<file path="src/rtl/reg_rom_arbiter_if.sv">
// Requester-side bus of reg_rom_arbiter: req/gnt address handshake plus valid/ready response.
interface reg_rom_arbiter_if #(
  parameter int ADDR_W = 5,
  parameter int DATA_W = 32
);
  logic [1:0]        req_i;
  logic [ADDR_W-1:0] addr0_i;
  logic [ADDR_W-1:0] addr1_i;
  logic [1:0]        gnt_o;
  logic [1:0]        rsp_valid_o;
  logic [DATA_W-1:0] rsp_data_o;
  logic [1:0]        rsp_ready_i;

  modport slave (
    input  req_i, addr0_i, addr1_i, rsp_ready_i,
    output gnt_o, rsp_valid_o, rsp_data_o
  );

  modport master (
    output req_i, addr0_i, addr1_i, rsp_ready_i,
    input  gnt_o, rsp_valid_o, rsp_data_o
  );
endinterface

</file>
<file path="src/rtl/reg_rom_arbiter.sv">
// Two-requester arbiter in front of the combinational reg_rom read port (IDLE->READ->RESP).
// Define REG_ROM_ARB_FIXED_PRIO_EN for fixed priority (requester 0 wins ties); default is round-robin.
module reg_rom_arbiter #(
  parameter int ADDR_W = 5,
  parameter int DATA_W = 32
) (
  input  logic              clk,
  input  logic              rst_n,
  reg_rom_arbiter_if.slave  bus,
  output logic [ADDR_W-1:0] rom_addr_o,
  input  logic [DATA_W-1:0] rom_q_i,
  output logic              busy_o
);

  typedef enum logic [1:0] {IDLE, READ, RESP} state_e;

  state_e            state_q;
  logic              owner_q;
  logic [ADDR_W-1:0] addr_q;
  logic [DATA_W-1:0] data_q;
  logic [1:0]        vld_q;
  logic              busy_q;
  logic              win_d;
  logic [1:0]        gnt_d;
`ifndef REG_ROM_ARB_FIXED_PRIO_EN
  logic              last_q;
`endif

  always_comb begin
    win_d = 1'b0;
    case (bus.req_i)
      2'b10:   win_d = 1'b1;
`ifdef REG_ROM_ARB_FIXED_PRIO_EN
      2'b11:   win_d = 1'b0;
`else
      2'b11:   win_d = ~last_q;
`endif
      default: win_d = 1'b0;
    endcase
    // Grant is combinational but suppressed while reset is asserted.
    gnt_d = 2'b00;
    if (state_q == IDLE && rst_n && (bus.req_i != 2'b00))
      gnt_d[win_d] = 1'b1;
  end

  always_ff @(posedge clk or negedge rst_n) begin
    if (!rst_n) begin
      state_q <= IDLE;
      owner_q <= 1'b0;
      addr_q  <= '0;
      data_q  <= '0;
      vld_q   <= 2'b00;
      busy_q  <= 1'b0;
`ifndef REG_ROM_ARB_FIXED_PRIO_EN
      last_q  <= 1'b1;
`endif
    end else begin
      case (state_q)
        IDLE: begin
          if (bus.req_i != 2'b00) begin
            owner_q <= win_d;
            addr_q  <= win_d ? bus.addr1_i : bus.addr0_i;
            busy_q  <= 1'b1;
            state_q <= READ;
          end
        end
        READ: begin
          data_q  <= rom_q_i;
          vld_q   <= owner_q ? 2'b10 : 2'b01;
          state_q <= RESP;
        end
        RESP: begin
          // addr_q doubles as rom_addr_o, so clearing it returns the ROM port to 0 in IDLE.
          if (bus.rsp_ready_i[owner_q]) begin
`ifndef REG_ROM_ARB_FIXED_PRIO_EN
            last_q  <= owner_q;
`endif
            vld_q   <= 2'b00;
            addr_q  <= '0;
            busy_q  <= 1'b0;
            state_q <= IDLE;
          end
        end
        default: state_q <= IDLE;
      endcase
    end
  end

  assign bus.gnt_o       = gnt_d;
  assign bus.rsp_valid_o = vld_q;
  assign bus.rsp_data_o  = data_q;
  assign rom_addr_o      = addr_q;
  assign busy_o          = busy_q;

endmodule

</file>
<file path="src/flat_wrapper.sv">
// flat-port wrapper written by rule: the top's interface ports become plain ports
module reg_rom_arbiter_flat 
#(
  parameter int ADDR_W = 5,
  parameter int DATA_W = 32
)
  (clk, rst_n, rom_addr_o, rom_q_i, busy_o, bus_req_i, bus_addr0_i, bus_addr1_i, bus_rsp_ready_i, bus_gnt_o, bus_rsp_valid_o, bus_rsp_data_o);
  reg_rom_arbiter_if #(.ADDR_W(ADDR_W), .DATA_W(DATA_W)) bus_i ();
  input  logic clk;
  input  logic rst_n;
  output logic [ADDR_W-1:0] rom_addr_o;
  input  logic [DATA_W-1:0] rom_q_i;
  output logic busy_o;
  input wire logic [$bits(bus_i.req_i)-1:0] bus_req_i;
  input wire logic [$bits(bus_i.addr0_i)-1:0] bus_addr0_i;
  input wire logic [$bits(bus_i.addr1_i)-1:0] bus_addr1_i;
  input wire logic [$bits(bus_i.rsp_ready_i)-1:0] bus_rsp_ready_i;
  output wire logic [$bits(bus_i.gnt_o)-1:0] bus_gnt_o;
  output wire logic [$bits(bus_i.rsp_valid_o)-1:0] bus_rsp_valid_o;
  output wire logic [$bits(bus_i.rsp_data_o)-1:0] bus_rsp_data_o;
  assign bus_i.req_i = bus_req_i;
  assign bus_i.addr0_i = bus_addr0_i;
  assign bus_i.addr1_i = bus_addr1_i;
  assign bus_i.rsp_ready_i = bus_rsp_ready_i;
  assign bus_gnt_o = bus_i.gnt_o;
  assign bus_rsp_valid_o = bus_i.rsp_valid_o;
  assign bus_rsp_data_o = bus_i.rsp_data_o;
  reg_rom_arbiter #(.ADDR_W(ADDR_W), .DATA_W(DATA_W)) u_core (.clk(clk), .rst_n(rst_n), .bus(bus_i), .rom_addr_o(rom_addr_o), .rom_q_i(rom_q_i), .busy_o(busy_o));
endmodule
</file>
<file path="config.mk">
export PLATFORM = sky130hd
export DESIGN_NAME = reg_rom_arbiter_flat
export DESIGN_NICKNAME = d
export VERILOG_FILES = /design/src/rtl/reg_rom_arbiter_if.sv /design/src/rtl/reg_rom_arbiter.sv /design/src/flat_wrapper.sv
export SDC_FILE = /design/constraint.sdc
export NUM_CORES = 1
export LEC_CHECK = 0
export ABC_AREA = 1
export CORE_ASPECT_RATIO = 1.75
export CORE_MARGIN = 5
export CORE_UTILIZATION = 29
export DETAILED_ROUTE_END_ITERATION = 16
export DONT_BUFFER_PORTS = 1
export PLACE_DENSITY = 0.41
export SLEW_MARGIN = 20
export SYNTH_ARGS = -nofsm -noshare
export SYNTH_HDL_FRONTEND = slang
export SYNTH_SLANG_ARGS = --single-unit
</file>
<file path="constraint.sdc">
create_clock -name clk -period 1.8 [get_ports clk]
set_clock_uncertainty 0.2 [all_clocks]
set_input_delay 0.36 -clock clk [delete_from_list [all_inputs] [get_ports clk]]
set_output_delay 0.36 -clock clk [all_outputs]
set_load 0.005 [all_outputs]
</file>
==> results.py <==
metrics = {
    "synthesis": {
        "synth.area.top_cells": "dfrtp_1 (59%), nand2_1 (24%), nand3_1 (2.2%)",
        "ys_ff_latch": 44,
        "syn-instance-count": 216,
        "postSynthAreaPerCell_sq_um": 8.50,
        "synth-warning-count": 0,
        "synth.distinct_cells": 18,
        "synth-seq-area-share_pct": 60.1,
        "yosysTopAreaCellShare_pct": 58.6,
        "synth_area_sq_um": 1840,
        "synth.largest_area_cell": "dfrtp_1",
        "synth_nets": 264,
    },
    "sta": {
        "fmax_mhz": 574,
        "tightest_slew_ps": 551,
        "maxSlewHeadroom_pct": 63.2,
        "period_needed_ps": 1740,
        "hold_slack_ps": 38.1,
        "setup_viol": 0,
        "slew_violations": 0,
        "post-route-period-util_pct": 96.8,
        "hold_violations": 0,
    },
    "drt": {
        "drt-total-wl_mm": 4.83,
        "drtIter0Drc": 31,
        "num_vias": 1447,
        "drc": 0,
        "detail_route.first_pass.iterations": 4,
        "routed_via_density": 4.32,
        "wire_per_inst_um": 14.4,
        "ant_nets": 0,
    },
    "run": {
        "drv_cap": 0,
    },
    "floorplanning": {
        "coreArea_sq_um": 6180,
        "io-pin-count": 90,
        "fp.dieArea_sq_um": 8080,
        "die_w_um": 70.1,
        "die-height_um": 115,
        "initial_utilization_pct": 29.7,
        "row_count": 38,
    },
    "clock_network": {
        "clockRootBuffer": "clkbuf_8",
        "htree_num_levels": 2,
        "cts_tree": "done",
        "cts_sinks": 44,
        "clockBufferDepth": 2,
        "cts_buffers": 5,
        "clkTransAtPathRegs_ps": 80,
        "clock_latency_ps": 290,
    },
    "finish": {
        "n_antenna_cell": 0,
        "nNetsFinal": 302,
        "final_util_pct": 39.1,
        "layout-drive-gt1-share_pct": 11.4,
        "area_growth_pct": 31.6,
    },
    "setup_path": {
        "end_kind": "output port",
        "path_max_fanout": 2,
        "worst_setup_path_start_kind": "flop",
        "arrival_ps": 1180,
        "critPathKind": "flop to output port",
        "worstPathRequired_ps": 1240,
    },
    "pwr": {
        "power.leakage_nw": 1.24,
        "ir_drop_mv": 0.698,
        "power_density_nw_per_um2": 1620,
    },
    "grt": {
        "grt_max_degree": 45,
        "grtUsageTotal_pct": 12.4,
        "grt_pass1_vias": 1571,
        "grt_pass1_wl_mm": 7.89,
        "grt-ovfl-total": 0,
        "antenna_found_initial": 0,
    },
    "place": {
        "place_congestion": 0.698,
        "place_hpwl_mm": 3.28,
        "io_buffer_count": 0,
    },
    "outcome": {
        "status": "finished, final reports clean",
    },
    "hold_path": {
        "hold_path.class": "input pin to flop",
    },
}
-- registers in the layout, indices dropped and copies added (netlist names) --
register and cells:
u_core.last_q 1, u_core.bus.rsp_valid_o 2, u_core.bus.rsp_data_o 32, u_core.busy_o 1, u_core.state_q 2, u_core.rom_addr_o 5, u_core.owner_q 1
-- power breakdown --
group	switching [W]	leakage [nW]	internal, W	total [W]
registers	0.000411	0.536	0.00149	0.00190
clock network	0.000330	0.0552	0.000412	0.000743
logic	0.000793	0.648	0.000480	0.00127
-- cells in the final DEF (no fill, tap or decap), types with 2 or more instances in the layout --
master	Yosys	final
a21oi_1	2	2
buf_4	3	5
clkbuf_8	0	5
dfrtp_1	43	43
dlygate4sd3_1	0	33
inv_1	8	8
inv_2	4	3
nand2_1	116	116
nand2_2	5	3
nand2_4	0	2
nand3_1	8	8
nor2_1	8	8
nor2_4	1	2
o21ai_1	7	7
-- critical path, stage by stage, from the launching register on --
cell     delay, ps
dfstp_2        560
nand2_4         60
nand2_4         60
inv_4           40
nor3_4         170
-- path summary, 6_finish.rpt --
path / depth (start not counted) / end / from / slack (ps)
setup / recovery: 4 / bus_gnt_o[0] / u_core.last_q / 60
hold / removal: 2 / u_core.rom_addr_o[4] / bus_addr1_i[4] / 40
setup reg to reg: 7 / u_core.rom_addr_o[1] / u_core.last_q / 320
hold reg to reg: 2 / u_core.last_q / u_core.last_q / 310
max in group asynchronous: 2 / u_core.last_q / rst_n / 750
min in group asynchronous: 2 / u_core.rom_addr_o[4] / rst_n / 390
-- area by class of cell --
cell class	count	area (sq um)
Multi-Input combinational cell	152	662
Timing Repair Buffer	39	395
Tap cell	80	100
Sequential cell	44	1100
Inverter	12	47.5
Clock buffer	6	72.6
Clock inverter	2	35.0
Fill cell	654	3770
-- cells in the mapped netlist --
library cell	count
nand2_1	116
buf_4	3
dfstp_2	1
buf_2	3
dfrtp_1	43
inv_1	8
a21oi_2	1
nand3_1	8
buf_6	2
o21ai_1	7
nor2_1	8
nor2_2	2
nor2_4	1
a21oi_1	2
nor3_1	1
inv_2	4
o21ai_2	1
nand2_2	5
-- metal layers --
metal	track usage, %	part of all wire, %	wire [um]	vias to the layer above
met5	0	0	0	-
met4	5.50	1.4	68	0
met3	4.37	6.0	291	6
met2	23.1	56	2700	50
met1	12.2	37	1770	662
li1	-	-	-	729
-- cell families (layout without fill, tap and decap cells) --
family                 count (synthesis)  in the layout  synth area share [%]
AO/OA/AOI/OAI                         11             11                  3.41
buffers and inverters                 20             59                  5.73
flip-flops                            44             44                  60.1
AND/OR/NAND/NOR                      141            141                  30.8
-- repair_timing --
item | CTS | global route
pin swaps | 3 | 3
resized for setup | 3 | 4
buffers inserted | 2 | 1
hold endpoints to repair | 76 | 0
endpoints found under the setup margin | 2 | 1
hold buffers | 34 | 0
-- stage by stage --
stage	instances	total power (W)	cell area (sq um)	worst slack (ps)	TNS [ps]
2_1_floorplan	216	0.00279	1840	299	0
3_3_place_gp	290	0.00308	1890	219	0
3_5_place_dp	290	0.00311	1890	196	0
4_1_cts	334	0.00398	2390	16.2	0
5_1_grt	335	0.00428	2410	-21.6	-21.6
6_report	335	0.00392	2410	57.6	0
(Power assumes the default switching activity.)
